==> config.mk <==
export PLATFORM = sky130hd
export DESIGN_NAME = pipe_stage_reg
export DESIGN_NICKNAME = d
export VERILOG_FILES = /design/src/rtl/pipe_stage_reg.sv
export SDC_FILE = /design/constraint.sdc
export NUM_CORES = 1
export LEC_CHECK = 0
export CAP_MARGIN = 20
export CORE_ASPECT_RATIO = 2
export CORE_UTILIZATION = 40
export CTS_CLUSTER_DIAMETER = 80
export DETAILED_ROUTE_END_ITERATION = 7
export PLACE_DENSITY = 0.75
export RECOVER_POWER = 100
export REMOVE_ABC_BUFFERS = 1
export SKIP_LAST_GASP = 1
export SYNTH_ARGS = -nofsm -noshare
export SYNTH_HDL_FRONTEND = slang
export SYNTH_SLANG_ARGS = --single-unit
==> constraint.sdc <==
create_clock -name i_clk -period 1.9 [get_ports i_clk]
set_input_delay 0.19 -clock i_clk [delete_from_list [all_inputs] [get_ports i_clk]]
set_output_delay 0.19 -clock i_clk [all_outputs]
set_load 0.01 [all_outputs]
==> src/rtl/pipe_stage_reg.sv <==
// Parametrised inter-stage pipeline register with hold, per-slice flush
// and saturating stall/flush event counters.
module pipe_stage_reg #(
  parameter int CTRL_W     = 3,
  parameter int DATA_W     = 69,
  parameter int STAGES     = 1,
  parameter int CLEAR_DATA = 0,
  parameter int CNT_W      = 16
) (
  input  logic              i_clk,
  input  logic              i_rst_n,
  input  logic              i_valid,
  input  logic [CTRL_W-1:0] i_ctrl,
  input  logic [DATA_W-1:0] i_data,
  input  logic              i_stall,
  input  logic [STAGES-1:0] i_flush,
  input  logic              i_cnt_clr,
  output logic              o_valid,
  output logic [CTRL_W-1:0] o_ctrl,
  output logic [DATA_W-1:0] o_data,
  output logic [STAGES-1:0] o_stage_valid,
  output logic [CNT_W-1:0]  o_stall_cnt,
  output logic [CNT_W-1:0]  o_flush_cnt
);

  logic [STAGES-1:0]             r_valid;
  logic [STAGES-1:0][CTRL_W-1:0] r_ctrl;
  logic [STAGES-1:0][DATA_W-1:0] r_data;
  logic [CNT_W-1:0]              r_stall_cnt;
  logic [CNT_W-1:0]              r_flush_cnt;

  logic [STAGES-1:0]             w_in_valid;
  logic [STAGES-1:0][CTRL_W-1:0] w_in_ctrl;
  logic [STAGES-1:0][DATA_W-1:0] w_in_data;
  logic                          w_any_flush;

  assign w_in_valid[0] = i_valid;
  assign w_in_ctrl[0]  = i_ctrl;
  assign w_in_data[0]  = i_data;

  for (genvar k = 1; k < STAGES; k++) begin : g_chain
    assign w_in_valid[k] = r_valid[k-1];
    assign w_in_ctrl[k]  = r_ctrl[k-1];
    assign w_in_data[k]  = r_data[k-1];
  end

  assign w_any_flush = |i_flush;

  // Flush wins over stall only for the flushed slice itself.
  always_ff @(posedge i_clk or negedge i_rst_n) begin
    if (!i_rst_n) begin
      r_valid <= '0;
      r_ctrl  <= '0;
      r_data  <= '0;
    end else begin
      for (int k = 0; k < STAGES; k++) begin
        if (i_flush[k]) begin
          r_valid[k] <= 1'b0;
          r_ctrl[k]  <= '0;
          if (CLEAR_DATA != 0) r_data[k] <= '0;
        end else if (!i_stall) begin
          r_valid[k] <= w_in_valid[k];
          r_ctrl[k]  <= w_in_ctrl[k];
          r_data[k]  <= w_in_data[k];
        end
      end
    end
  end

  always_ff @(posedge i_clk or negedge i_rst_n) begin
    if (!i_rst_n) begin
      r_stall_cnt <= '0;
      r_flush_cnt <= '0;
    end else if (i_cnt_clr) begin
      r_stall_cnt <= '0;
      r_flush_cnt <= '0;
    end else begin
      if (i_stall && !(&r_stall_cnt))
        r_stall_cnt <= r_stall_cnt + 1'b1;
      if (w_any_flush && !(&r_flush_cnt))
        r_flush_cnt <= r_flush_cnt + 1'b1;
    end
  end

  assign o_valid       = r_valid[STAGES-1];
  assign o_ctrl        = r_ctrl[STAGES-1];
  assign o_data        = r_data[STAGES-1];
  assign o_stage_valid = r_valid;
  assign o_stall_cnt   = r_stall_cnt;
  assign o_flush_cnt   = r_flush_cnt;

endmodule

==> impl_metrics.yaml, run 1 <==
synth:
  syn-cell-area_um2: 4520
  ys.warnings.count: 0
  seq_area_frac_synth_pct: 58.1
  synth_seq_cells: 105
  synth_cell_types: 45
  synth_top_area_share_pct: 58.1
  synth_edf_count: 0
  syn-instance-count: 349
  synth-main-ff-cell: "dfrtp_1"
  synth_largest_area_cell: "dfrtp_1"
  synth.top_cells.by_area: "dfrtp_1 58%, mux2_2 18%, a21oi_1 2.0%"
  syn_area_per_cell_um2: 13.0
  ys_async_sr_fraction_pct: 100
global_route:
  use_met2_pct: 40.7
  grt_max_degree: 71
  grtUsageMet3_pct: 4.07
  grtUsageTotal_pct: 21.9
  grt-busiest-layer: "met2"
  antenna_found_initial: 0
  grt.overflow.total: 0
  grt_pass1_wl_mm: 19.8
  grt_pass1_vias: 3910
  grtUsageMet1_pct: 22.7
timing:
  rsz0062_at_grt: "true"
  finalSetupViolations: 0
  fin_crit_sh_pct: 96.3
  fin_skew_ps: 5.00
  max_slew.worst_pin.slew_ps: 985
  fmax_mhz: 547
  hold_slack_ps: 255
  finalCriticalPeriod_ps: 1830
  hold_viol: 0
  fin_tns_setup_ps: 0
  relSlewSlack_pct: 34.4
  slew_viol_final: 0
route:
  drt-wirelength-per-cell_um: 17.5
  viasPerCell: 5.27
  drc: 0
  first_pass_iters: 4
  postRouteAntennaNets: 0
  drt_wl_total_mm: 12.3
  vias: 3718
  drt-initial-drc-count: 88
clock_network:
  cts_buffer_depth: 2
  cts.reportedPaths.clkPinSlew_ps: 70
  cts-htree-levels: 3
  cts_tree: "built"
  clock-sinks: 105
  cts_buffers: 9
  insertion_delay_ps: 340
  cts_root_buf: "clkbuf_16"
floorplan:
  die_area_um2: 11800
  ioPinCount: 184
  die_w_um: 77.2
  fp.dieH_um: 152
  start_util_pct: 41.3
  row_count: 54
  core_um2: 10900
pwr:
  pwr-share-clk_pct: 34.1
  swShare_pct: 24.9
  power.sequential.fraction_pct: 46.5
  total_power_mw: 5.54
  power_density_nw_per_um2: 789
  p_comb_share_pct: 19.5
  peakVddDrop_mv: 0.564
  p_leak_nw: 2.95
  internal_power_mw: 4.16
  p_switching_mw: 1.38
cells_and_area:
  n_antenna_cell: 0
  drive_gt1_share_pct: 23.3
  finish.net_count: 641
  final_cells: 706
  final_common_cell: "dfrtp_1"
  area_growth_pct: 55.2
  final_cell_mix: "104 x dfrtp_1, 92 x clkdlybuf4s50_1, 91 x dlygate4sd3_1, 71 x mux2_2, 26 x buf_4"
  final_area_um2: 7020
worst_setup_path:
  rr_worst_depth: 7
  worstSetupPathType: "reg -> reg"
  cp_max_fo: 4
  rrSetupSlack_ps: 70
  worst_r2r_endpoint: "o_flush_cnt[1]$_DFFE_PN0P_"
  cp-end-kind: "flip-flop"
  worstPathArrival_ps: 2060
  cp_data_required_time_ps: 2130
  r2r_start: "o_flush_cnt[0]$_DFFE_PN0P_"
  start_kind: "flip-flop"
place:
  place.port_buffers: 183
  gp_congestion: 0.875
  place_inst: 689
  dpl_cell_area_um2: 6740
  hpwl_mm: 9.21
status:
  status: "complete, no violations"
min_path:
  worstHoldPathType: "in -> async"
flow_run:
  maxCapViolCount: 0
==> layer usage <==
layer / wire length [um] / vias up
li1: - / 1725
met1: 4260 / 1832
met2: 6980 / 128
met3: 548 / 33
met4: 528 / 0
met5: 0 / -
==> how the worst max path moves through the flow <==
stage                                     startpoint                    endpoint  slack, ps
after floorplan                              i_stall       o_data[0]$_DFFE_PN0P_      -1760
after global placement    o_flush_cnt[0]$_DFFE_PN0P_  o_flush_cnt[1]$_DFFE_PN0P_        110
after detailed placement  o_flush_cnt[0]$_DFFE_PN0P_  o_flush_cnt[9]$_DFFE_PN0P_         50
after CTS                 o_flush_cnt[0]$_DFFE_PN0P_  o_flush_cnt[9]$_DFFE_PN0P_         40
after global routing      o_flush_cnt[0]$_DFFE_PN0P_  o_flush_cnt[9]$_DFFE_PN0P_         -9
final                     o_flush_cnt[0]$_DFFE_PN0P_  o_flush_cnt[1]$_DFFE_PN0P_         70
==> kinds of logic (layout without fill, tap and decap cells) <==
kind of cell    Yosys count  after routing  share of synthesized area [%]
mux                      77             77                           19.0
flops                   105            105                           58.1
fa+ha+maj                 2              2                          0.553
xor+xnor                  2              2                          0.387
compound gates           49             49                           6.92
simple gates             93             93                           12.5
buf+inv                  21            238                           2.52
==> state kept, by name (all words and copies together) (netlist names) <==
| register | count |
|---|---|
| o_ctrl | 3 |
| o_flush_cnt | 16 |
| o_stall_cnt | 16 |
| o_stage_valid | 1 |
| o_data | 69 |
==> power groups by stage <==
| stage | clock (mW) | combinational (mW) | sequential, mW |
|---|---|---|---|
| after floorplan | 0 | 0.269 | 2.73 |
| after global placement | 0 | 1.17 | 2.61 |
| after detailed placement | 0 | 1.18 | 2.63 |
| after CTS | 1.94 | 1.19 | 2.59 |
| after global routing | 2.04 | 1.15 | 2.61 |
| final | 1.89 | 1.08 | 2.57 |
==> final cells by class <==
class	count	area (um^2)
clock buffer	10	229
inverter	5	18.8
tap	140	175
timing repair buffer	217	2090
fill	901	3930
sequential	105	2630
multi-input combinational	223	1800
clock inverter	6	72.6
==> critical path, stage by stage (launching register included) <==
cell	delay, ps
dfrtp_1	360
ha_2	210
nand4_1	170
buf_4	200
o41ai_1	370
buf_4	190
mux2i_1	170
nor2_1	50
==> per-stage QoR <==
step | setup slack (ps) | util (%)
6_report | 70.4 | 64.1
5_1_grt | -9.46 | 64.1
4_1_cts | 39.8 | 64.4
3_5_place_dp | 51.9 | 61.6
3_3_place_gp | 109 | 61.6
2_1_floorplan | -1760 | -
==> synth_stat cells (all sizes together) (7+ instances only) <==
cell type / instances
nand3: 10
mux2: 71
a21oi: 18
nor3: 7
o31ai: 9
o21ai: 8
or3: 7
clkbuf: 7
nor2: 17
nand4: 9
or4: 9
nand2: 13
buf: 8
dfrtp: 105
==> what timing repair did <==
action                                 4_1_cts  5_1_grt
endpoints found under the hold margin      105        0
resized for setup                            0        5
hold buffers                                 1        0
setup endpoints to repair                    0        6
buffers inserted                             0        0
(Power assumes the default switching activity.)
==> run 2, diff against run 1 <==
Settings changed: CELL_PAD_IN_SITES_DETAIL_PLACEMENT from default to 0, CELL_PAD_IN_SITES_GLOBAL_PLACEMENT from default to 2, CORE_UTILIZATION 40 to 27, PLACE_DENSITY 0.75 to default, PLACE_DENSITY_LB_ADDON from default to 0.1.
==> impl_metrics.yaml, run 2 (synthesis results as in run 1) <==
place:
  dpl_cell_area_um2: 6960
  hpwl_mm: 10.9
  pre_cts_ws_ps: -189
  place_inst: 773
  place.port_buffers: 183
  gp_congestion: 0.767
clock_network:
  cts_buffer_depth: 2
  insertion_delay_ps: 350
  cts_root_buf: "clkbuf_16"
  clock-sinks: 105
  cts_buffers: 9
  cts.reportedPaths.clkPinSlew_ps: 70
  cts_tree: "built"
  cts-htree-levels: 3
pwr:
  total_power_mw: 5.59
  p_leak_nw: 3.12
  power_density_nw_per_um2: 770
  peakVddDrop_mv: 0.424
route:
  vias: 3787
  drc: 0
  postRouteAntennaNets: 0
  viasPerCell: 4.76
  drt-wirelength-per-cell_um: 17.4
  drt_wl_total_mm: 13.9
  first_pass_iters: 4
  drt-initial-drc-count: 71
worst_setup_path:
  worstPathArrival_ps: 2110
  cp-end-kind: "flip-flop"
  worstSetupPathType: "reg -> reg"
  rr_worst_depth: 6
  start_kind: "flip-flop"
  slowest_delay_ps: 600
  slowest_stage: "or4_2"
  crit_chain: "ha_1 > nand4_1 > nor4_4 > buf_4 > or4_2 > a21oi_1"
  cp_data_required_time_ps: 2180
  cp_max_fo: 4
timing:
  finalSetupViolations: 0
  hold_viol: 0
  setup_slack_ps: 71.7
  finalCriticalPeriod_ps: 1830
  max_slew.worst_pin.slew_ps: 734
  fin_crit_sh_pct: 96.2
  hold_slack_ps: 385
  fin_tns_setup_ps: 0
  slew_viol_final: 0
  fin_skew_ps: 3.89
  fmax_mhz: 547
  relSlewSlack_pct: 51.0
  rsz0062_at_grt: "false"
global_route:
  grt.overflow.total: 0
  grt_pass1_wl_mm: 21.5
  grt_max_degree: 35
  grtUsageTotal_pct: 16.7
  grt_pass1_vias: 3925
  antenna_found_initial: 2
flow_run:
  maxCapViolCount: 0
cells_and_area:
  area_growth_pct: 60.5
  final_common_cell: "dfrtp_1"
  drive_gt1_share_pct: 25.4
  largest_register_ffs: 69
  final_area_um2: 7260
  finish.net_count: 665
  post-route-util_pct: 44.4
  nFillCells: 1561
  final_cell_mix: "104 x dfrtp_1, 101 x dlygate4sd3_1, 82 x clkdlybuf4s50_1, 71 x mux2_2, 43 x buf_4"
  final_cells: 796
floorplan:
  core_um2: 16400
  row_count: 66
  die_area_um2: 17300
  fp.dieH_um: 185
  ioPinCount: 184
  die_w_um: 93.5
  start_util_pct: 27.7
status:
  status: "complete, no violations"
min_path:
  worstHoldPathType: "in -> async"
## run 2: critical path: cells and delay by family, from the launching register on
kind            cells  cell delay, ps
fa+ha+maj           1             210
simple gates        3             860
compound gates      1             160
flops               1             380
buf+inv             1             150
## run 2: final cells by class
class | count | area (um^2) | share of cell area, %
clock inverters | 4 | 51.3 | 0.707
clock buffers | 12 | 256 | 3.53
flip-flops and latches | 105 | 2630 | 36.2
diodes | 2 | 5.00 | 0.0690
well taps | 204 | 255 | 3.52
multi-input cells | 223 | 1810 | 24.9
inverters | 5 | 18.8 | 0.259
repair buffers | 241 | 2230 | 30.8
## run 2: per-layer routing
metal / track usage (%) / wire [um] / up-vias
met5: 0 / 0 / -
met4: 9.97 / 475 / 0
met3: 3.61 / 769 / 22
met2: 30.9 / 7870 / 136
met1: 16.6 / 4780 / 1861
li1: - / - / 1768
## run 2: worst paths after layout
kind,from,to,slack [ps]
worst min-delay path,i_rst_n,o_data[47]$_DFFE_PN0P_,380
worst max register to register,o_flush_cnt[1]$_DFFE_PN0P_,o_flush_cnt[9]$_DFFE_PN0P_,70
worst max-delay path,o_flush_cnt[1]$_DFFE_PN0P_,o_flush_cnt[9]$_DFFE_PN0P_,70
max in group asynchronous,i_rst_n,o_data[4]$_DFFE_PN0P_,350
worst min register to register,o_data[47]$_DFFE_PN0P_,o_data[47]$_DFFE_PN0P_,500
min in group i_clk,i_data[35],o_data[35]$_DFFE_PN0P_,440
## run 2: what timing repair did
item	CTS	global route
endpoints found under the setup margin	3	3
gates resized for setup	3	1
pin swaps	2	3
buffers inserted	2	2
hold endpoints to repair	21	0
hold buffers	1	0
## run 2: report_power, final
part	leakage (nW)	switching, mW	internal (mW)
clock	0.149	0.841	1.10
combinational	1.66	0.430	0.658
sequential	1.31	0.103	2.46
total	3.12	1.37	4.22
==> run 3, diff against run 2 <==
Settings changed: CORE_MARGIN from default to 8.
==> impl_metrics.yaml, run 3 (synthesis results as in run 1) <==
status:
  status: "complete, no violations"
timing:
  relSlewSlack_pct: 46.7
  finalSetupViolations: 0
  fin_crit_sh_pct: 93.1
  setup_slack_ps: 131
  hold_slack_ps: 442
  fin_tns_setup_ps: 0
  fmax_mhz: 565
  slew_viol_final: 0
  max_slew.worst_pin.slew_ps: 799
  fin_skew_ps: 7.07
  hold_viol: 0
  finalCriticalPeriod_ps: 1770
global_route:
  grt_max_degree: 35
  antenna_found_initial: 0
  grt.overflow.total: 0
  grt_pass1_wl_mm: 22.3
  grtUsageTotal_pct: 13.5
  grt_pass1_vias: 3911
pwr:
  power_density_nw_per_um2: 789
  total_power_mw: 5.72
  peakVddDrop_mv: 0.420
  p_leak_nw: 3.11
cells_and_area:
  n_antenna_cell: 0
  final_area_um2: 7250
  finish.net_count: 660
  final_cells: 792
  largest_register_ffs: 69
  post-route-util_pct: 43.7
  area_growth_pct: 60.3
  final_common_cell: "dlygate4sd3_1"
  final_cell_mix: "108 x dlygate4sd3_1, 105 x dfrtp_1, 75 x clkdlybuf4s50_1, 71 x mux2_2, 34 x buf_4"
  drive_gt1_share_pct: 24.1
floorplan:
  die_w_um: 108
  ioPinCount: 184
  fp.dieH_um: 199
  row_count: 67
  core_um2: 16600
  start_util_pct: 27.3
  die_area_um2: 21400
worst_setup_path:
  worstSetupPathType: "reg -> reg"
  start_kind: "flip-flop"
  rr_worst_depth: 6
  cp_data_required_time_ps: 2170
  worst_r2r_endpoint: "o_flush_cnt[9]$_DFFE_PN0P_"
  r2r_start: "o_flush_cnt[0]$_DFFE_PN0P_"
  worstPathArrival_ps: 2040
  rrSetupSlack_ps: 130
  cp-end-kind: "flip-flop"
  cp_max_fo: 6
clock_network:
  cts-htree-levels: 3
  cts.reportedPaths.clkPinSlew_ps: 70
  insertion_delay_ps: 350
  cts_buffers: 9
  clock-sinks: 105
  cts_root_buf: "clkbuf_16"
  cts_tree: "built"
  cts_buffer_depth: 2
place:
  place.port_buffers: 183
  hpwl_mm: 11.1
  gp_congestion: 0.735
  place_inst: 772
  dpl_cell_area_um2: 6980
  pre_cts_ws_ps: 100
min_path:
  worstHoldPathType: "in -> async"
route:
  drt_wl_total_mm: 14.2
  vias: 3687
  drt-initial-drc-count: 65
  postRouteAntennaNets: 0
  viasPerCell: 4.66
  drt-wirelength-per-cell_um: 18.0
  drc: 0
  first_pass_iters: 4
flow_run:
  maxCapViolCount: 0
run 3: repair_timing:
item | in CTS | in global routing
setup endpoints to repair | 0 | 4
hold buffers | 1 | 0
buffers inserted | 0 | 3
gates resized for setup | 0 | 2
hold endpoints to repair | 26 | 0
run 3: final cells by class:
cell class | count | area (um^2)
clock buffer | 10 | 229
tap | 207 | 259
multi-input combinational | 223 | 1800
inverter | 5 | 18.8
sequential | 105 | 2630
clock inverter | 6 | 98.8
timing repair buffer | 236 | 2220
fill | 1599 | 9350
run 3: worst max-delay path by stage:
stage,start,end,slack (ps),cells past startpoint
finish,o_flush_cnt[0]$_DFFE_PN0P_,o_flush_cnt[9]$_DFFE_PN0P_,130,6
global route,o_flush_cnt[1]$_DFFE_PN0P_,o_flush_cnt[7]$_DFFE_PN0P_,-40,7
CTS,o_flush_cnt[0]$_DFFE_PN0P_,o_flush_cnt[1]$_DFFE_PN0P_,80,7
detailed placement,i_flush,o_flush_cnt[9]$_DFFE_PN0P_,100,5
global placement,o_stall_cnt[0]$_DFFE_PN0P_,o_stall_cnt[0]$_DFFE_PN0P_,110,6
floorplan,i_stall,o_data[0]$_DFFE_PN0P_,-1760,2
run 3: worst max-delay path, cell delays in order, from the launching register on:
cell and delay (ps):
dfrtp_1 380, ha_2 210, nand4_1 140, buf_4 140, nor4_4 50, or4_2 610, a21oi_1 170
run 3: where the power goes:
| part | leakage (nW) | internal [mW] | switching (mW) | total [mW] |
|---|---|---|---|---|
| combinational | 1.64 | 0.664 | 0.446 | 1.11 |
| clock | 0.160 | 1.18 | 0.875 | 2.05 |
| sequential | 1.31 | 2.46 | 0.0992 | 2.56 |
run 3: layer usage:
layer / GRT usage (%) / part of all wire (%)
met1: 15.2 / 38
met2: 22.7 / 52
met3: 5.06 / 8.4
met4: 4.76 / 1.5
met5: 0 / 0
